<file path="config.mk">
export PLATFORM = sky130hd
export DESIGN_NAME = video_timing_m_flat
export DESIGN_NICKNAME = d
export VERILOG_FILES = /design/src/rtl/video_timing_m_if.sv /design/src/rtl/video_timing_m.sv /design/src/flat_wrapper.sv
export SDC_FILE = /design/constraint.sdc
export NUM_CORES = 1
export LEC_CHECK = 0
export CAP_MARGIN = 30
export CORE_UTILIZATION = 49
export CTS_CLUSTER_SIZE = 8
export DETAILED_ROUTE_END_ITERATION = 8
export PLACE_DENSITY = 0.74
export SKIP_LAST_GASP = 1
export SLEW_MARGIN = 15
export SYNTH_ARGS = -nofsm -noshare
export SYNTH_HDL_FRONTEND = slang
export SYNTH_SLANG_ARGS = --single-unit
</file>
<file path="constraint.sdc">
create_clock -name gpu_clk -period 1.8 [get_ports gpu_clk]
set_clock_uncertainty 0.1 [all_clocks]
set_input_delay 0.18 -clock gpu_clk [delete_from_list [all_inputs] [get_ports gpu_clk]]
set_output_delay 0.18 -clock gpu_clk [all_outputs]
set_load 0.01 [all_outputs]
</file>
<file path="src/rtl/video_timing_m_if.sv">
// Raster coordinate and sync bundle from the timing generator to the render stages.
interface video_timing_m_if;
    logic [7:0] current_x;
    logic [7:0] current_y;
    logic       in_game;
    logic       hsync;
    logic       vsync;
    logic       visible;
    logic       line_start;
    logic       vblank_start;

    modport master (
        output current_x, current_y, in_game,
        output hsync, vsync, visible,
        output line_start, vblank_start
    );

    modport slave (
        input current_x, current_y, in_game,
        input hsync, vsync, visible,
        input line_start, vblank_start
    );
endinterface

</file>
<file path="src/rtl/video_timing_m.sv">
// VGA raster timing generator: free-running h/v counters, registered decode of
// 2x-scaled game-area coordinates, and sync/visible strobes delayed by SYNC_DELAY.
module video_timing_m #(
    parameter int unsigned H_VISIBLE     = 640,
    parameter int unsigned H_FRONT       = 16,
    parameter int unsigned H_SYNC        = 96,
    parameter int unsigned H_BACK        = 48,
    parameter int unsigned V_VISIBLE     = 480,
    parameter int unsigned V_FRONT       = 10,
    parameter int unsigned V_SYNC        = 2,
    parameter int unsigned V_BACK        = 33,
    parameter int unsigned GAME_X_OFFSET = 64,
    parameter int unsigned SYNC_DELAY    = 1
) (
    input  logic              gpu_clk,
    input  logic              rst,
    video_timing_m_if.master  o_vid
);

    localparam int unsigned CNT_W        = 10;
    localparam int unsigned H_TOTAL      = H_VISIBLE + H_FRONT + H_SYNC + H_BACK;
    localparam int unsigned V_TOTAL      = V_VISIBLE + V_FRONT + V_SYNC + V_BACK;
    localparam int unsigned H_SYNC_FIRST = H_VISIBLE + H_FRONT;
    localparam int unsigned H_SYNC_LAST  = H_SYNC_FIRST + H_SYNC - 1;
    localparam int unsigned V_SYNC_FIRST = V_VISIBLE + V_FRONT;
    localparam int unsigned V_SYNC_LAST  = V_SYNC_FIRST + V_SYNC - 1;
    localparam int unsigned GAME_W       = 512;
    localparam int unsigned GAME_X_LAST  = GAME_X_OFFSET + GAME_W - 1;
    localparam int unsigned STRB_W       = 3;
    localparam int unsigned PIPE_W       = STRB_W * (SYNC_DELAY + 1);

    // Strobe bundle bit positions inside each pipeline stage
    localparam int unsigned B_HS  = 2;
    localparam int unsigned B_VS  = 1;
    localparam int unsigned B_VIS = 0;
    localparam logic [STRB_W-1:0] STRB_IDLE = 3'b110;

    logic [CNT_W-1:0]  r_hc;
    logic [CNT_W-1:0]  r_vc;
    logic              w_h_last;
    logic              w_v_last;

    logic              w_v_act;
    logic              w_in_game;
    logic [7:0]        w_cx;
    logic [7:0]        w_cy;
    logic              w_line_start;
    logic              w_vblank_start;
    logic [STRB_W-1:0] w_strb;

    logic [7:0]        r_cx;
    logic [7:0]        r_cy;
    logic              r_in_game;
    logic              r_line_start;
    logic              r_vblank_start;
    logic [PIPE_W-1:0] r_pipe;

    assign w_h_last = (r_hc == CNT_W'(H_TOTAL - 1));
    assign w_v_last = (r_vc == CNT_W'(V_TOTAL - 1));

    // Raster position counters
    always_ff @(posedge gpu_clk or negedge rst) begin
        if (!rst) begin
            r_hc <= '0;
            r_vc <= '0;
        end else if (w_h_last) begin
            r_hc <= '0;
            r_vc <= w_v_last ? '0 : r_vc + CNT_W'(1);
        end else begin
            r_hc <= r_hc + CNT_W'(1);
        end
    end

    // Combinational decode of the current counter position
    always_comb begin
        w_v_act        = (r_vc < CNT_W'(V_VISIBLE));
        w_in_game      = (r_hc >= CNT_W'(GAME_X_OFFSET)) &&
                         (r_hc <= CNT_W'(GAME_X_LAST)) && w_v_act;
        w_cx           = '0;
        w_cy           = '0;
        w_line_start   = (r_hc == '0) && w_v_act;
        w_vblank_start = (r_hc == '0) && (r_vc == CNT_W'(V_VISIBLE));
        w_strb         = STRB_IDLE;
        if (w_in_game) begin
            // Each game column spans two pixel clocks
            w_cx = 8'((r_hc - CNT_W'(GAME_X_OFFSET)) >> 1);
        end
        if (w_v_act) begin
            w_cy = 8'(r_vc >> 1);
        end
        w_strb[B_HS]  = !((r_hc >= CNT_W'(H_SYNC_FIRST)) && (r_hc <= CNT_W'(H_SYNC_LAST)));
        w_strb[B_VS]  = !((r_vc >= CNT_W'(V_SYNC_FIRST)) && (r_vc <= CNT_W'(V_SYNC_LAST)));
        w_strb[B_VIS] = (r_hc < CNT_W'(H_VISIBLE)) && w_v_act;
    end

    // Coordinate and pulse registers, one cycle behind the counters
    always_ff @(posedge gpu_clk or negedge rst) begin
        if (!rst) begin
            r_cx           <= '0;
            r_cy           <= '0;
            r_in_game      <= 1'b0;
            r_line_start   <= 1'b0;
            r_vblank_start <= 1'b0;
        end else begin
            r_cx           <= w_cx;
            r_cy           <= w_cy;
            r_in_game      <= w_in_game;
            r_line_start   <= w_line_start;
            r_vblank_start <= w_vblank_start;
        end
    end

    // Stage 0 is the decode register; further stages align sync with the colour pipeline
    generate
        if (SYNC_DELAY == 0) begin : g_no_delay
            always_ff @(posedge gpu_clk or negedge rst) begin
                if (!rst) begin
                    r_pipe <= STRB_IDLE;
                end else begin
                    r_pipe <= w_strb;
                end
            end
        end else begin : g_delay
            always_ff @(posedge gpu_clk or negedge rst) begin
                if (!rst) begin
                    r_pipe <= {(SYNC_DELAY + 1){STRB_IDLE}};
                end else begin
                    r_pipe <= {r_pipe[STRB_W*SYNC_DELAY-1:0], w_strb};
                end
            end
        end
    endgenerate

    assign o_vid.current_x    = r_cx;
    assign o_vid.current_y    = r_cy;
    assign o_vid.in_game      = r_in_game;
    assign o_vid.line_start   = r_line_start;
    assign o_vid.vblank_start = r_vblank_start;
    assign o_vid.hsync        = r_pipe[STRB_W*SYNC_DELAY + B_HS];
    assign o_vid.vsync        = r_pipe[STRB_W*SYNC_DELAY + B_VS];
    assign o_vid.visible      = r_pipe[STRB_W*SYNC_DELAY + B_VIS];

endmodule

</file>
<file path="src/flat_wrapper.sv">
// flat-port wrapper written by rule: the top's interface ports become plain ports
module video_timing_m_flat 
#(
    parameter int unsigned H_VISIBLE     = 640,
    parameter int unsigned H_FRONT       = 16,
    parameter int unsigned H_SYNC        = 96,
    parameter int unsigned H_BACK        = 48,
    parameter int unsigned V_VISIBLE     = 480,
    parameter int unsigned V_FRONT       = 10,
    parameter int unsigned V_SYNC        = 2,
    parameter int unsigned V_BACK        = 33,
    parameter int unsigned GAME_X_OFFSET = 64,
    parameter int unsigned SYNC_DELAY    = 1
)
  (gpu_clk, rst, o_vid_current_x, o_vid_current_y, o_vid_in_game, o_vid_hsync, o_vid_vsync, o_vid_visible, o_vid_line_start, o_vid_vblank_start);
  video_timing_m_if o_vid_i ();
  input  logic gpu_clk;
  input  logic rst;
  output wire logic [$bits(o_vid_i.current_x)-1:0] o_vid_current_x;
  output wire logic [$bits(o_vid_i.current_y)-1:0] o_vid_current_y;
  output wire logic [$bits(o_vid_i.in_game)-1:0] o_vid_in_game;
  output wire logic [$bits(o_vid_i.hsync)-1:0] o_vid_hsync;
  output wire logic [$bits(o_vid_i.vsync)-1:0] o_vid_vsync;
  output wire logic [$bits(o_vid_i.visible)-1:0] o_vid_visible;
  output wire logic [$bits(o_vid_i.line_start)-1:0] o_vid_line_start;
  output wire logic [$bits(o_vid_i.vblank_start)-1:0] o_vid_vblank_start;
  assign o_vid_current_x = o_vid_i.current_x;
  assign o_vid_current_y = o_vid_i.current_y;
  assign o_vid_in_game = o_vid_i.in_game;
  assign o_vid_hsync = o_vid_i.hsync;
  assign o_vid_vsync = o_vid_i.vsync;
  assign o_vid_visible = o_vid_i.visible;
  assign o_vid_line_start = o_vid_i.line_start;
  assign o_vid_vblank_start = o_vid_i.vblank_start;
  video_timing_m #(.H_VISIBLE(H_VISIBLE), .H_FRONT(H_FRONT), .H_SYNC(H_SYNC), .H_BACK(H_BACK), .V_VISIBLE(V_VISIBLE), .V_FRONT(V_FRONT), .V_SYNC(V_SYNC), .V_BACK(V_BACK), .GAME_X_OFFSET(GAME_X_OFFSET), .SYNC_DELAY(SYNC_DELAY)) u_core (.gpu_clk(gpu_clk), .rst(rst), .o_vid(o_vid_i));
endmodule
</file>
# Yosys cells after proc, flatten, opt, wreduce, memory -nomap -nowiden
# Cells that the tools add are included.
[word_totals]
output_inout_bits = 22
wordCells = 36
reg_bits = 45
inputBits = 2
[classes]
eq_ne = 3
order_cmp = 8
mux = 4
n_reduce_logical = 10
add_sub_neg = 3
[ops]
columns = ["cell", "count"]
rows = [
  ["$add 10x1->10 const B", 2],
  ["$eq 10x10->1 const B", 2],
  ["$le 10x10->1 const B", 2],
  ["$mux 10", 2],
  ["$mux 8", 2],
  ["$eq 10x9->1 const B", 1],
  ["$ge 10x10->1 const B", 1],
  ["$ge 10x7->1 const B", 1],
  ["$ge 10x9->1 const B", 1],
  ["$le 10x9->1 const B", 1],
  ["$logic_not 10->1", 1],
  ["$lt 10x10->1 const B", 1],
  ["$lt 10x9->1 const B", 1],
  ["$sub 9x7->9 const B", 1],
  ["$logic_and 1x1->1", 7],
  ["$logic_not 1->1", 2],
]

# Logic depth before layout (Yosys ltp)
# Gate-level depths: netlist (run 1).
[logic_depth]
ltp_word = 4
mapped_depth = 6
mapped_depth_nobuf = 6

# Least setup slack after synthesis (run 1)
# No wires, ideal clock.
[synth_path]
path_kind = "register to register"
start = "register u_core.r_hc[7]"
end = "register u_core.r_vc[9]"
n_path_buf = 0
setup_time_ns = 0.077
period_less_slack_ns = 1.866
required_time_ns = 1.623
arrival_time_ns = 1.688
stages_incl_launch_ff = 7
setup_slack_ns = -0.066
cell_sequence = "dfrtp_1 -> inv_1 -> ha_1 -> nand4b_2 -> nor4_4 -> or3b_1 -> a21oi_1"
[synth_between]
elab_chain_len = 1
[synth_lines]
columns = ["item", "line_no", "text"]
rows = [
  ["start, declared", "video_timing_m.sv:38", "logic [CNT_W-1:0] r_hc;"],
  ["start signal, assigned", "video_timing_m.sv:70", "r_hc <= r_hc + CNT_W'(1);"],
  ["$eq 10x10->1", "video_timing_m.sv:58", "assign w_h_last = (r_hc == CNT_W'(H_TOTAL - 1));"],
  ["end signal, assigned", "video_timing_m.sv:68", "r_vc <= w_v_last ? '0 : r_vc + CNT_W'(1);"],
  ["end, declared", "video_timing_m.sv:39", "logic [CNT_W-1:0] r_vc;"],
]
# No other way between the ends.
# A chain may end at the register's enable or synchronous reset.

# Final worst setup path (run 1)
[layout_path]
start = "register u_core.r_hc[6]"
end = "register u_core.r_vc[9]"
# The elaborated chain is that of the path after synthesis.

==> out/summary.txt, run 1 <==
CORE AREA: 3800 um2
Result of the run: complete, but fails checks
Clock tree buffer depth: 2
Vias: 1,501
Leakage power summed over all cells: 1.22 nW
PnR Total Power: 1.81 mW
Overall die width: 66.1 um
FF-to-FF setup slack: -0.01 ns
Primary flip-flop cell chosen by synthesis mapping: dfrtp_1
Worst-Skew Late Latency: 0.29 ns
Worst Tran Pin Value: 0.437 ns
Total of flip-flops plus latches after synthesis: 45
Arithmetic-cell share of the synthesized area counting full adders, half adders and majority gates: 0.0621
Via count of the first global-routing pass: 1,483
Ranking of synthesized cells by instance count: dfrtp_1, nor2_1, and2_1, nand3_1, ha_1
Asr flop ratio synth: 1.00
Routed wire length: 4260 um
Launching point of the worst reg2reg path: u_core.r_hc[6]
Count of boundary I/O pins: 24
Drt drc: 0
Largest area contributor in the synthesized netlist: dfrtp_1
Total nets after synthesis: 190
Area share of the leading cell type in the synthesized netlist: 0.509
Number of clock sinks seen by CTS: 45
Placement Rows: 22
Clock tree from TritonCTS: built
Area growth syn-to-layout: 33.2%
Simple-Gate Fraction of Synth Area: 0.235
Total power divided by cell area: 675 nW/um2
Warnings from Yosys: 0
Initial antenna violation count: 0
Crit Path Class: reg -> reg
Clock input transition at the sequential cells of the worst setup and hold paths: 0.08 ns
Die ar.: 4370 um2
Hold slack: 0.238 ns
Final std cells w/o fill: 279
Post-route fraction of the period consumed by the critical path: 1.01
Global-route track usage on met3: 0.0414
Drt wl/cell: 15.3 um
Total clock buffers created by CTS: 5
Count of final max-slew check failures: 0
Worst r2r path cells: 6
Buffer type at the clock tree root: clkbuf_8
Sequential cell area fraction in the yosys report: 0.561
Worst R2R End: u_core.r_vc[9]
Detail-routed via count per cell: 5.38
# setup viols final: 3
Proportion of synthesized area in mux cells: 0
Max frequency: 551 MHz
WP data required: 1.88 ns
Post-layout min period: 1.81 ns
RSZ-0062 raised after global routing: true
Critical path fanouts, max: 4
IR drop worst, VDD: 497 uV
Setup crit end kind: register
GRT met2 Usage: 0.341
Pin count of the biggest net entering global routing: 20
Most frequent cell after synthesis: dfrtp_1
Post-Synthesis Cell Area: 2020 um2
Fraction of layout cells with a size suffix above 1: 0.260
First-pass GRT wire length: 6730 um
Number of nets in the final layout: 242
Cell variety after synth: 43
Most crowded layer after global routing: met2
Placed inst area: 2450 um2
Pre-antenna DRT Iters: 4
Crit start category: register
Die span in y: 66.1 um
Violated checks: setup timing
Xor/xnor cell area share of the yosys netlist: 0.0521
Final antenna-violating net count: 0
Mean cell area of the mapped netlist: 11.3 um2
Count of final hold-check violations: 0
Post-synthesis instance total: 178
Worst hold-check path type: in -> async
H-tree Lvls: 2
Setup slack of the critical path after layout: -0.0138 ns
Met1 Usage GRT: 0.270
Combinational family with the most area after synthesis: simple AND/OR/NAND/NOR gates
Fill cell count: 260
Routability-driven placement congestion ratio: 0.900
Rel. slew slack: 0.707
Crit path arrival time: 1.89 ns
Cell types with the largest area share after synthesis: dfrtp_1, ha_1, dfstp_2
Port bufs: 23
Initial Util: 0.531
Compound-gate portion of the synthesized area: 0.0602
Placed wire-length estimate after detailed placement: 3030 um
Max-cap violation count: 0
Number of enable flip-flop cells after synthesis: 0
Overflow left after global routing: 0
Finished layout cell area: 2690 um2
Number of antenna repair diodes: 0
Count of placed standard cells including taps: 265
Number of DRC violations after detailed-routing iteration 0: 90
GRT Resource Usage Total: 0.212
## worst max-delay path, cell delays in order (launching register included)
cell	delay [ns]
dfrtp_1	0.41
inv_2	0.10
ha_4	0.16
and4b_2	0.29
nand2_2	0.09
o41ai_1	0.44
a21oi_2	0.10
## power breakdown
| part | switching (mW) | leakage [nW] | internal, mW |
|---|---|---|---|
| clock network | 0.325 | 0.0585 | 0.452 |
| logic | 0.0190 | 0.572 | 0.00503 |
| registers | 0 | 0.589 | 1.01 |
## sequential cells by signal, indices dropped and copies added, names as in the netlist
signal / cells
u_core.o_vid.vblank_start: 1
u_core.o_vid.current_y: 8
u_core.o_vid.line_start: 1
u_core.r_pipe: 6
u_core.o_vid.current_x: 8
u_core.r_hc: 10
u_core.r_vc: 10
u_core.o_vid.in_game: 1
## per-stage QoR
stage	util	TNS [ns]	setup slack, ns
final	0.707	-0.0239	-0.0138
after global routing	0.707	-0.425	-0.0901
after CTS	0.681	-0.00362	-0.00362
after detailed placement	0.644	-0.000446	-0.000446
after global placement	0.644	0	0.0827
after floorplan	-	0	0.0210
## logic make-up after synthesis
family | after synthesis
compound gates | 19
fa+ha+maj | 10
flops | 45
buf+inv | 12
simple gates | 80
xor+xnor | 12
## area by class of cell
class,count,area [um2],area share
clock buffers,7,86.3,0.0322
multi-input cells,121,920,0.342
flip-flops and latches,45,1130,0.422
well taps,48,60.1,0.0224
inverters,7,26.3,0.00979
repair buffers,50,430,0.160
clock inverters,1,30.0,0.0112
## metal layers
metal,wire (um),vias to the layer above
met1,1770,713
met5,0,-
met3,235,9
met4,89,0
met2,2160,64
li1,-,715
## worst max path at each step
stage                              start              to  cells after the start
after floorplan           u_core.r_hc[0]  u_core.r_vc[9]                      5
after global placement    u_core.r_hc[6]  u_core.r_vc[6]                      6
after detailed placement  u_core.r_hc[6]  u_core.r_vc[9]                      6
after CTS                 u_core.r_hc[6]  u_core.r_vc[6]                      6
after global routing      u_core.r_hc[6]  u_core.r_vc[9]                      6
final                     u_core.r_hc[6]  u_core.r_vc[9]                      6
## layout by cell type, fill, tap and decap left out, types with 7 or more instances in the layout
cell type        synthesis  routed
ha_1                    10       7
o21ai_0                  8       8
clkdlybuf4s50_1          0      22
dfrtp_1                 41      40
nand2_1                  9       9
nor2_1                  15      15
and2_1                  13      13
nand3_1                 11      10
buf_4                    1      26
## what timing repair did
| action | CTS | global route |
|---|---|---|
| endpoints found under the hold margin | 13 | 0 |
| hold buffers | 1 | 0 |
| gates resized for setup | 2 | 12 |
| endpoints found under the setup margin | 3 | 10 |
| pin swaps | 1 | 6 |
| buffers inserted | 1 | 5 |
Power figures use the tool's default switching activity.
==> inputs of run 2 (changes only) <==
--- a/config.mk
+++ b/config.mk
@@ -6,10 +6,8 @@
 export NUM_CORES = 1
 export LEC_CHECK = 0
 export CAP_MARGIN = 30
-export CORE_UTILIZATION = 49
-export CTS_CLUSTER_SIZE = 8
+export CORE_UTILIZATION = 30
 export DETAILED_ROUTE_END_ITERATION = 8
-export PLACE_DENSITY = 0.74
 export SKIP_LAST_GASP = 1
 export SLEW_MARGIN = 15
 export SYNTH_ARGS = -nofsm -noshare
==> out/summary.txt, run 2 (same netlist as run 1, synthesis figures left out) <==
Result of the run: complete, but fails checks (unchanged)
Violated checks: DRC, setup timing (was setup timing)
Clock input transition at the sequential cells of the worst setup and hold paths: 0.09 ns (was 0.08 ns)
Port bufs: 23 (unchanged)
Die span in y: 84.0 um (was 66.1 um)
Fraction of layout cells with a size suffix above 1: 0.261 (was 0.260)
Leading cell types in the layout, fill and taps excluded: dfrtp_1, buf_4, clkdlybuf4s50_1 (unchanged)
Total clock buffers created by CTS: 5 (unchanged)
Post-layout min period: 1.80 ns (was 1.81 ns)
Placement Rows: 29 (was 22)
Worst R2R End: u_core.r_vc[9] (unchanged)
Setup crit end kind: register (unchanged)
Number of antenna repair diodes: 0 (unchanged)
Crit start category: register (unchanged)
WP data required: 1.87 ns (was 1.88 ns)
Number of nets in the final layout: 245 (was 242)
Clock tree buffer depth: 2 (unchanged)
Number of clock sinks seen by CTS: 45 (unchanged)
Crit Path Class: reg -> reg (unchanged)
Clock tree from TritonCTS: built (unchanged)
Die ar.: 7050 um2 (was 4370 um2)
Worst hold-check path type: reg -> reg (was in -> async)
End of the worst hold path: u_core.r_pipe[3]
Worst r2r path cells: 6 (unchanged)
PnR Total Power: 1.80 mW (was 1.81 mW)
Leakage power summed over all cells: 1.27 nW (was 1.22 nW)
First-pass GRT wire length: 6540 um (was 6730 um)
Count of boundary I/O pins: 24 (unchanged)
IR drop worst, VDD: 300 uV (was 497 uV)
Area growth syn-to-layout: 36.5% (was 33.2%)
Pin count of the biggest net entering global routing: 25 (was 20)
Max-cap violation count: 0 (unchanged)
Origin of the worst min-delay path: u_core.r_pipe[0]
Rel. slew slack: 0.649 (was 0.707)
Comb pwr share: 0.015 (was 0.013)
Worst-Skew Late Latency: 0.29 ns (about the same)
Relative contribution of sequential cells to total power: 0.561 (was 0.558)
Overall die width: 84.0 um (was 66.1 um)
Cell depth of the worst hold path: 0
Number of DRC violations after detailed-routing iteration 0: 124 (was 90)
Switching Share: 0.205 (was 0.190)
Clk network pwr share: 0.425 (was 0.429)
Overflow left after global routing: 0 (unchanged)
Placed wire-length estimate after detailed placement: 2900 um (was 3030 um)
Launching point of the worst reg2reg path: u_core.r_hc[7] (was u_core.r_hc[6])
# setup viols final: 1 (was 3)
Initial antenna violation count: 0 (unchanged)
Final antenna-violating net count: 0 (unchanged)
Via count of the first global-routing pass: 1,364 (was 1,483)
Drt drc: 1 (was 0)
Vias: 1,448 (was 1,501)
Final std cells w/o fill: 311 (was 279)
RSZ-0062 raised after global routing: true (unchanged)
Largest registers in the final layout: u_core.r_hc (10), u_core.r_vc (10) (unchanged)
Initial Util: 0.314 (was 0.531)
CORE AREA: 6420 um2 (was 3800 um2)
GRT Resource Usage Total: 0.118 (was 0.212)
Pre-antenna DRT Iters: 6 (was 4)
Routed wire length: 3990 um (was 4260 um)
Setup slack of the critical path after layout: -0.00382 ns (was -0.0138 ns)
Count of final hold-check violations: 0 (unchanged)
FF-to-FF setup slack: -0.004 ns (was -0.01 ns)
Worst Tran Pin Value: 0.527 ns (was 0.437 ns)
Detail-routed via count per cell: 4.66 (was 5.38)
H-tree Lvls: 2 (unchanged)
Count of placed standard cells including taps: 298 (was 265)
Switch Pwr: 0.370 mW (was 0.344 mW)
Drt wl/cell: 12.8 um (was 15.3 um)
Count of final max-slew check failures: 0 (unchanged)
Most frequent standard cell in the layout excluding fill and tap cells: dfrtp_1 (unchanged)
Design internal power: 1.43 mW (was 1.47 mW)
Total power divided by cell area: 655 nW/um2 (was 675 nW/um2)
Critical path fanouts, max: 5 (was 4)
Crit path arrival time: 1.87 ns (was 1.89 ns)
Max frequency: 554 MHz (was 551 MHz)
Post-route fraction of the period consumed by the critical path: 1.00 (was 1.01)
Buffer type at the clock tree root: clkbuf_8 (unchanged)
Routability-driven placement congestion ratio: 0.817 (was 0.900)
## run 2: cell types whose count changed in the layout (fill, tap and decap cells not counted), sizes merged
cell / change
clkbuf: -2
clkinv: +1
buf: +3
clkinvlp: +1
## run 2: repair_timing
item | CTS | global route
hold buffers | 1 | 0
endpoints found under the hold margin | 19 | 0
setup endpoints to repair | 1 | 9
gates resized for setup | 2 | 10
pin swaps | 0 | 3
setup buffers | 0 | 4
## run 2: power by group through the flow
stage               clock [mW]  sequential [mW]  combinational (mW)
finish                   0.766             1.01              0.0264
global route             0.840             1.01              0.0312
CTS                      0.793             1.01              0.0285
detailed placement           0             1.03              0.0269
global placement             0             1.03              0.0264
floorplan                    0             1.03         0.000000359
## run 2: cell type report
class / count / area [um2]
clock buffer: 5 / 68.8
clock inverter: 3 / 46.3
fill: 594 / 3670
inverter: 7 / 26.3
multi-input combinational: 121 / 917
sequential: 45 / 1130
tap: 77 / 96.3
timing repair buffer: 53 / 465
## run 2: how the worst max path moves through the flow
stage / start / endpoint / slack (ns) / depth (start not counted)
after global routing: u_core.r_hc[7] / u_core.r_vc[6] / -0.09 / 6
after CTS: u_core.r_hc[6] / u_core.r_vc[9] / 0.01 / 6
after global placement: u_core.r_hc[6] / u_core.r_vc[6] / 0.04 / 6
after floorplan: u_core.r_hc[0] / u_core.r_vc[9] / 0.02 / 5
after detailed placement: u_core.r_hc[6] / u_core.r_vc[6] / -0.01 / 6
final: u_core.r_hc[7] / u_core.r_vc[9] / -0.004 / 6
## run 2: worst max-delay path: stages (launching register included)
cell and delay [ns]:
dfrtp_1 0.40, inv_2 0.11, ha_4 0.17, and4b_2 0.35
nand2_4 0.10, o41ai_2 0.35, a21oi_1 0.10
## run 2: stage by stage
step	instance area [um2]	hold slack, ns	utilization	setup TNS [ns]	setup slack, ns
2_1_floorplan	2040	-0.216	-	0	0.0210
3_3_place_gp	2530	0.0896	0.393	0	0.0423
3_5_place_dp	2530	0.0948	0.393	-0.0131	-0.0131
4_1_cts	2660	0.259	0.414	0	0.0106
5_1_grt	2750	0.267	0.428	-0.192	-0.0851
6_report	2750	0.255	0.428	-0.00382	-0.00382
## run 2: layer usage
layer  wire length, um  global-route usage  share of wire  up-vias
met3               117              0.0267          0.029        2
met1              1900               0.166           0.48      695
li1                  -                   -              -      720
met2              1950               0.179           0.49       31
met5                 0                   0              0        -
met4                29              0.0376         0.0073        0
